--- src/rtl/mv_fifo_buffer.sv ---
// Motion-vector FIFO between the MV producer and the cost/prediction stage.
// Show-ahead head, optional per-component saturation with a clamp tag.
module mv_fifo_buffer #(
    parameter int MV_W     = 8,
    parameter int DEPTH    = 4,
    parameter bit CLAMP_EN = 1'b1,
    parameter int MV_RANGE = 64
) (
    input  logic                       CLK,
    input  logic                       RST_ASYNC_N,
    input  logic                       CLEAR,
    input  logic                       IN_VALID,
    output logic                       IN_READY,
    input  logic [2*MV_W-1:0]          DATA_IN,
    output logic                       OUT_VALID,
    input  logic                       OUT_READY,
    output logic [2*MV_W-1:0]          DATA_OUT,
    output logic                       OUT_CLAMPED,
    output logic [$clog2(DEPTH):0]     COUNT
);

    localparam int AW = $clog2(DEPTH);
    localparam int CW = AW + 1;

    localparam logic signed [MV_W-1:0] POS = MV_W'(MV_RANGE);
    localparam logic signed [MV_W-1:0] NEG = MV_W'(-MV_RANGE);
    localparam logic [CW-1:0]          FULL = CW'(DEPTH);

    logic [2*MV_W-1:0] mem [DEPTH];
    logic [DEPTH-1:0]  flag_q;

    logic [AW-1:0] wp_q, wp_d;
    logic [AW-1:0] rp_q, rp_d;
    logic [CW-1:0] cnt_q, cnt_d;

    logic push, pop;
    logic do_push, do_pop;

    logic signed [MV_W-1:0] h_in, v_in;
    logic signed [MV_W-1:0] h_st, v_st;
    logic                   clamp_hit;

    assign h_in = DATA_IN[2*MV_W-1:MV_W];
    assign v_in = DATA_IN[MV_W-1:0];

    generate
        if (CLAMP_EN) begin : g_clamp
            always_comb begin
                h_st = h_in;
                v_st = v_in;
                if (h_in > POS) begin
                    h_st = POS;
                end else if (h_in < NEG) begin
                    h_st = NEG;
                end
                if (v_in > POS) begin
                    v_st = POS;
                end else if (v_in < NEG) begin
                    v_st = NEG;
                end
            end
            assign clamp_hit = (h_st != h_in) || (v_st != v_in);
        end else begin : g_pass
            assign h_st      = h_in;
            assign v_st      = v_in;
            assign clamp_hit = 1'b0;
        end
    endgenerate

    // Handshake flags depend on occupancy only, never on the other side.
    assign IN_READY  = (cnt_q != FULL);
    assign OUT_VALID = (cnt_q != '0);

    assign push    = IN_VALID & IN_READY;
    assign pop     = OUT_VALID & OUT_READY;
    assign do_push = push & ~CLEAR;
    assign do_pop  = pop & ~CLEAR;

    always_comb begin
        wp_d  = wp_q;
        rp_d  = rp_q;
        cnt_d = cnt_q;
        unique case (1'b1)
            CLEAR: begin
                wp_d  = '0;
                rp_d  = '0;
                cnt_d = '0;
            end
            do_push & do_pop: begin
                wp_d = wp_q + 1'b1;
                rp_d = rp_q + 1'b1;
            end
            do_push & ~do_pop: begin
                wp_d  = wp_q + 1'b1;
                cnt_d = cnt_q + 1'b1;
            end
            ~do_push & do_pop: begin
                rp_d  = rp_q + 1'b1;
                cnt_d = cnt_q - 1'b1;
            end
            default: ;
        endcase
    end

    always_ff @(posedge CLK or negedge RST_ASYNC_N) begin
        if (!RST_ASYNC_N) begin
            wp_q  <= '0;
            rp_q  <= '0;
            cnt_q <= '0;
        end else begin
            wp_q  <= wp_d;
            rp_q  <= rp_d;
            cnt_q <= cnt_d;
        end
    end

    always_ff @(posedge CLK or negedge RST_ASYNC_N) begin
        if (!RST_ASYNC_N) begin
            flag_q <= '0;
        end else if (do_push) begin
            flag_q[wp_q] <= clamp_hit;
        end
    end

    // Payload is never read while empty, so it needs no reset.
    always_ff @(posedge CLK) begin
        if (do_push) begin
            mem[wp_q] <= {h_st, v_st};
        end
    end

    assign DATA_OUT    = OUT_VALID ? mem[rp_q] : '0;
    assign OUT_CLAMPED = OUT_VALID ? flag_q[rp_q] : 1'b0;
    assign COUNT       = cnt_q;

endmodule

--- config.mk ---
export PLATFORM = sky130hd
export DESIGN_NAME = mv_fifo_buffer
export DESIGN_NICKNAME = d
export VERILOG_FILES = /design/src/rtl/mv_fifo_buffer.sv
export SDC_FILE = /design/constraint.sdc
export NUM_CORES = 1
export LEC_CHECK = 0
export ABC_AREA = 1
export BUFFER_PORTS_ARGS = -buffer_cell sky130_fd_sc_hd__buf_4
export CAP_MARGIN = 15
export CORE_MARGIN = 4
export CORE_UTILIZATION = 52
export CTS_CLUSTER_SIZE = 40
export DETAILED_ROUTE_END_ITERATION = 8
export PLACE_DENSITY = 0.76
export SETUP_SLACK_MARGIN = 0.4
export SYNTH_ARGS = -nofsm -noshare
export SYNTH_HDL_FRONTEND = slang
export SYNTH_SLANG_ARGS = --single-unit
export TNS_END_PERCENT = 1
--- constraint.sdc ---
create_clock -name CLK -period 1.8 [get_ports CLK]
set_clock_uncertainty 0.2 [all_clocks]
set_input_delay 0.27 -clock CLK [delete_from_list [all_inputs] [get_ports CLK]]
set_output_delay 0.27 -clock CLK [all_outputs]
set_load 0.05 [all_outputs]
# Yosys cells after proc, flatten, opt, wreduce, memory -nomap -nowiden
# Memory sizes are Yosys's and may differ from the RTL's.
# Index checks and enable logic that the tools add are counted.
# Widths: inputs -> output; s select.
[classes]
n_bitwise = 10
n_eq_ne = 3
addsub = 4
order_cmp = 7
n_mux = 16
reduce_logical = 8
[op_table]
columns = ["operator", "n"]
rows = [
  ["$mux 8", 4],
  ["$gt 8x8->1 const B", 2],
  ["$lt 8x7->1 const B", 2],
  ["$mux 16", 1],
  ["$ne 8x8->1", 2],
  ["$pmux 3 s3", 1],
  ["$pmux 2 s2", 2],
  ["$and 1x1->1", 7],
  ["$lt 2x3->1 const B", 2],
  ["$reduce_bool 3->1", 2],
  ["$mux 1", 5],
  ["$add 2x1->2 const B", 2],
  ["$bwmux 4", 1],
  ["$reduce_bool 2->1", 2],
  ["$reduce_or 2->1", 2],
  ["$add 3x1->3 const B", 1],
  ["$ne 3x3->1 const B", 1],
  ["$not 1->1", 3],
  ["$sub 3x1->3 const B", 1],
  ["$bmux 1 s2", 1],
  ["$demux 1 s2", 1],
  ["$ge 2x1->1 const B", 1],
  ["$logic_and 1x1->1", 1],
  ["$logic_or 1x1->1", 1],
]
[word_totals]
mem_count = 1
elab_cells = 53
regBits = 11
in_bits = 21
output_inout_bits = 22
ramBits = 64
[mem_list]
columns = ["name", "depth", "word_bits", "rd", "rd_clocked_by_memory_dff", "write_ports", "line_no", "text"]
rows = [
  ["mem", 4, 16, 1, 0, 1, "29", "logic [2*MV_W-1:0] mem [DEPTH];"],
]

# Logic depth before layout (Yosys ltp)
[depth]
word_depth = 7
depth_mapped = 11
ltp_nobuf = 11

# Worst setup path before layout
# No wires, ideal clock.
[synth_timing]
kind = "reg2reg"
startpoint = "register cnt_q[2], in the netlist COUNT[2]"
endpoint = "register cnt_q[2], in the netlist COUNT[2]"
slack_ns = -0.841
path_stages_with_launch = 11
setup_ns = 0.119
path_buffers = 0
synth_period_minus_slack_ns = 2.641
required_time_ns = 1.481
arrival_time_ns = 2.323
cell_sequence = "dfrtp_1 nor3_4 inv_1 nand3_1 inv_1 ha_1 inv_1 fa_1 nor2_1 nand3b_1 nand2_1"
[synth_between]
elab_chain_len = 6
elab_cells_between_ends = 14
classes_between = "add/sub: 2; eq/ne: 1; mux: 1; bitwise: 8; reduce/logical: 2"
[synth_lines]
columns = ["element", "line_no", "text"]
rows = [
  ["start, declared", "34", "logic [CW-1:0] cnt_q, cnt_d;"],
  ["start signal, assigned", "113", "cnt_q <= cnt_d;"],
  ["$reduce_bool 3->1 *", "72", "assign OUT_VALID = (cnt_q != '0);"],
  ["via OUT_VALID", "15", "output logic OUT_VALID,"],
  ["$and 1x1->1 *", "75", "assign pop = OUT_VALID & OUT_READY;"],
  ["$and 1x1->1 *", "77", "assign do_pop = pop & ~CLEAR;"],
  ["$not 1->1", "93", "do_push & ~do_pop: begin"],
  ["$and 1x1->1", "93", ""],
  ["$pmux 3 s3 / $reduce_bool 3->1 (equally long branches)", "--", ""],
]
# Mark *: on every way through the listed nets, which the timed path passes. The rest lies on a longest branch.
# A chain may end at the register's enable or synchronous reset.

# Final worst setup path
[layout_timing]
startpoint = "register rp_q[0]"
endpoint = "output port DATA_OUT[2]"
[layout_between]
elab_chain_len = 2
[layout_lines]
columns = ["element", "line_no", "text"]
rows = [
  ["start, declared", "33", "logic [AW-1:0] rp_q, rp_d;"],
  ["start signal, assigned", "112", "rp_q <= rp_d;"],
  ["$mem_v2 4x16", "--", ""],
  ["$mux 16", "132", "assign DATA_OUT = OUT_VALID ? mem[rp_q] : '0;"],
  ["end, declared", "17", "output logic [2*MV_W-1:0] DATA_OUT,"],
]
# Every way passes these cells.

==> summary.md <==
| Metric | Value |
|---|---|
| Period minus WS final | 2.21 ns |
| Met1 wire length | 3360 um |
| Avg Vias per Cell | 5.37 |
| TritonCTS clock tree | done |
| Slew HR | 0.737 |
| Overall routing resource usage | 0.231 |
| Area Growth Syn to Fin | 39.1% |
| Max Clock Freq | about 450 MHz |
| Grt total ovfl | 0 |
| Crit. End Element | output port |
| CTS Sinks | between 70 and 80 |
| Cts bufs inserted | 9 |
| Fin nets | 448 |
| Critical-path cell list | buf_6 > buf_12 > buf_6 > nor2_2 > nor2_1 > o21ai_1 > a21oi_2 > buf_6 |
| Largest net degree at the start of global routing | 18 |
| Top cells by count, synth | nor2_1, edfxtp_1, nand2_1 |
| Synth area leader | edfxtp_1 |
| Post-route cell area | 0.00472 mm^2 |
| Pwr dens | 1710 mW/mm^2 |
| Clk_lat worst skew | between 0.3 and 0.4 ns |
| First-pass GRT wire length | 13200 um |
| Worst Path Required | 1.33 ns |
| Site Rows | 29 |
| Top layer in use | met4 |
| Core area | 0.00635 mm^2 |
| Initial antenna violation count | 0 |
| Main synth FF type | edfxtp_1 |
| Synth Instances | 326 |
| Top Family by Delay on Critical Path | buffers and inverters |
| Async S/R FF share, synth | 0.147 |
| Vias in the first global route | between 2000 and 3000 |
| Post-placement worst setup slack | -0.193 ns |
| Number of detailed-route iterations in the first pass | 4 |
| WP data arrival | 1.74 ns |
| Worst setup SP type | flip-flop |
| Synthesized flop and latch total | 75 |
| Peak VDD IR | 0.00109 V |
| Slew @ Worst Pin | 0.394 ns |
| WP buf/inv | 4 |
| Mapped Area | 0.00339 mm^2 |
| LEAKAGE | approximately 2 nW |
| Yosys warns | 0 |
| CP Max Fanout | 6 |
| Failing checks | setup timing |
| Routed wire length | 8620 um |
| WL/cell | around 17 um |
| Post-route DRC | 0 |
| Yosys top cell area share | 0.566 |
| Maximum clock insertion buffer count | 2 |
| Share of layout cells above drive strength 1 | 0.377 |
| Die area | 0.00788 mm^2 |
| Via count | 2692 |
| Most frequent cell after synthesis | nor2_1 |
| Synth cell types | 26 |
| Die height | 88.8 um |
| Clk Tree Root Cell | clkbuf_8 |
| Initial drt markers | 165 |
| RSZ-0062 raised after global routing | true |
| Max stage delay cell, worst path | dfrtp_2 |
| CP max stage delay | 0.42 ns |
| Synth Area per Inst | around 10 um^2 |
| Initial Util | 0.534 |
| Post-synth EDFFs | 64 |
| Finish-stage setup viols | 22 |
| Max-Cap Viols | 0 |
| Status | complete, but fails checks |
| Tcrit/Tclk final | 1.23 |
| Hold Path Class | in -> reg |
| Top-Level Pins | 43 |
| Wire length on met3 | between 500 and 600 um |
| Final hold violations | 0 |
| Clock-pin slew on the worst setup and hold paths | 0.08 ns |
| Port bufs | 42 |
| Final worst slack | -0.406 ns |
| H-tree Lvls | 3 |
| WS Path Type | reg -> out |
| Top cell by count, worst path | buf_6 |
| Antenna Nets Post-Route | 0 |
| Sequential cell area fraction in the yosys report | 0.647 |
| Area of placed instances | 0.00407 mm^2 |
| Post-Synthesis Net Count | 355 |
| Routability congestion estimate | 0.806 |
| ANT cells | 0 |
| Die width | roughly 90 um |
| Post-DP HPWL | between 5000 and 6000 um |
| Count of pins over their slew limit | 0 |
| Top cells by area, synth | edfxtp_1, nor2_1, dfrtp_1, o21ai_0, nand2_1 |
| Fill count | 401 |
| Met2 Wirelength | between 4000 and 5000 um |
[power breakdown]
| part | switching (mW) | leakage, nW | total, mW | internal (mW) |
|---|---|---|---|---|
| Clock | 0.668 | 0.126 | 1.60 | 0.935 |
| Sequential | 0.119 | 0.723 | 2.19 | 2.07 |
| Combinational | 2.68 | 1.10 | 4.30 | 1.62 |
[flip-flops by register name, summed over array words and instances, names as in the netlist]
signal  flops
rp_q        2
COUNT       3
mem        64
flag_q      4
wp_q        2
[through the flow]
step           TNS, ns  power [mW]  cells  hold WS (ns)  utilization
3_5_place_dp    -0.562        5.76    470       -0.0801        0.641
4_1_cts          -6.18        7.81    500        0.0185        0.722
3_3_place_gp    -0.253        5.67    470       -0.0850        0.641
6_report         -6.35        8.09    501        0.0189        0.743
2_1_floorplan   -29.56        4.50    326        -0.226            -
5_1_grt          -7.93        8.43    501        0.0184        0.743
[cells in the final DEF (no fill, tap or decap), types with 2 or more instances in the layout]
cell,synthesis,routed
edfxtp_1,64,64
o21ai_1,9,30
clkbuf_8,0,9
inv_2,3,6
buf_8,0,3
buf_6,1,23
o21ai_0,32,4
ha_2,0,2
dfrtp_1,11,7
nand2_1,35,31
nor2_4,0,3
bufinv_16,0,3
a21oi_2,0,4
inv_1,20,16
nand2_2,0,4
dlygate4sd3_1,0,3
inv_6,0,2
dfrtp_2,0,4
a21oi_1,18,14
or2_2,2,2
nor2_2,4,14
buf_12,0,5
o21ai_2,0,7
nor2_1,95,82
nand3_1,4,3
ha_1,7,5
buf_4,3,58
nand3_4,2,2
[routing by layer]
metal	track usage	vias to the layer above
met2	0.392	93
li1	-	1287
met3	0.0568	21
met5	0	-
met1	0.278	1291
met4	0.102	0
[final cells by class]
type	instances	area, um^2	area share
clock inverter	7	124	0.0262
timing repair inverter	1	8.76	0.00186
clock buffer	9	124	0.0262
tap	77	96.3	0.0204
timing repair buffer	94	922	0.195
multi-input combinational	214	1140	0.241
sequential	75	2200	0.467
inverter	24	105	0.0223
[path summary, 6_finish.rpt]
kind | cells past startpoint | slack, ns | from | end
min in group asynchronous | 2 | 0.09 | RST_ASYNC_N | flag_q[2]$_DFFE_PN0P_
max | 8 | -0.41 | rp_q[0]$_DFFE_PN0P_ | DATA_OUT[2]
max in group asynchronous | 2 | 1.14 | RST_ASYNC_N | rp_q[0]$_DFFE_PN0P_
max reg2reg | 9 | -0.22 | COUNT[2]$_DFFE_PN0P_ | COUNT[2]$_DFFE_PN0P_
min | 2 | 0.02 | DATA_IN[6] | mem[3][6]$_DFFE_PP_
min reg2reg | 2 | 0.33 | flag_q[2]$_DFFE_PN0P_ | flag_q[2]$_DFFE_PN0P_
[cell families after synthesis]
| group | count (synthesis) | share of synthesized area |
|---|---|---|
| compound gates | 61 | 0.0907 |
| fa+ha+maj | 8 | 0.0317 |
| simple gates | 144 | 0.178 |
| flops | 75 | 0.647 |
| buf+inv | 37 | 0.0494 |
| xor+xnor | 1 | 0.00258 |
[repair_timing]
| action | in CTS | in global routing |
|---|---|---|
| hold buffers | 3 | 0 |
| setup endpoints to repair | 97 | 97 |
| hold endpoints to repair | 19 | 0 |
| setup buffers | 9 | 0 |
| pin swaps | 16 | 16 |
| cloned | 2 | 1 |
| resized for setup | 62 | 42 |
No activity file was read; power rests on OpenSTA's default activity.
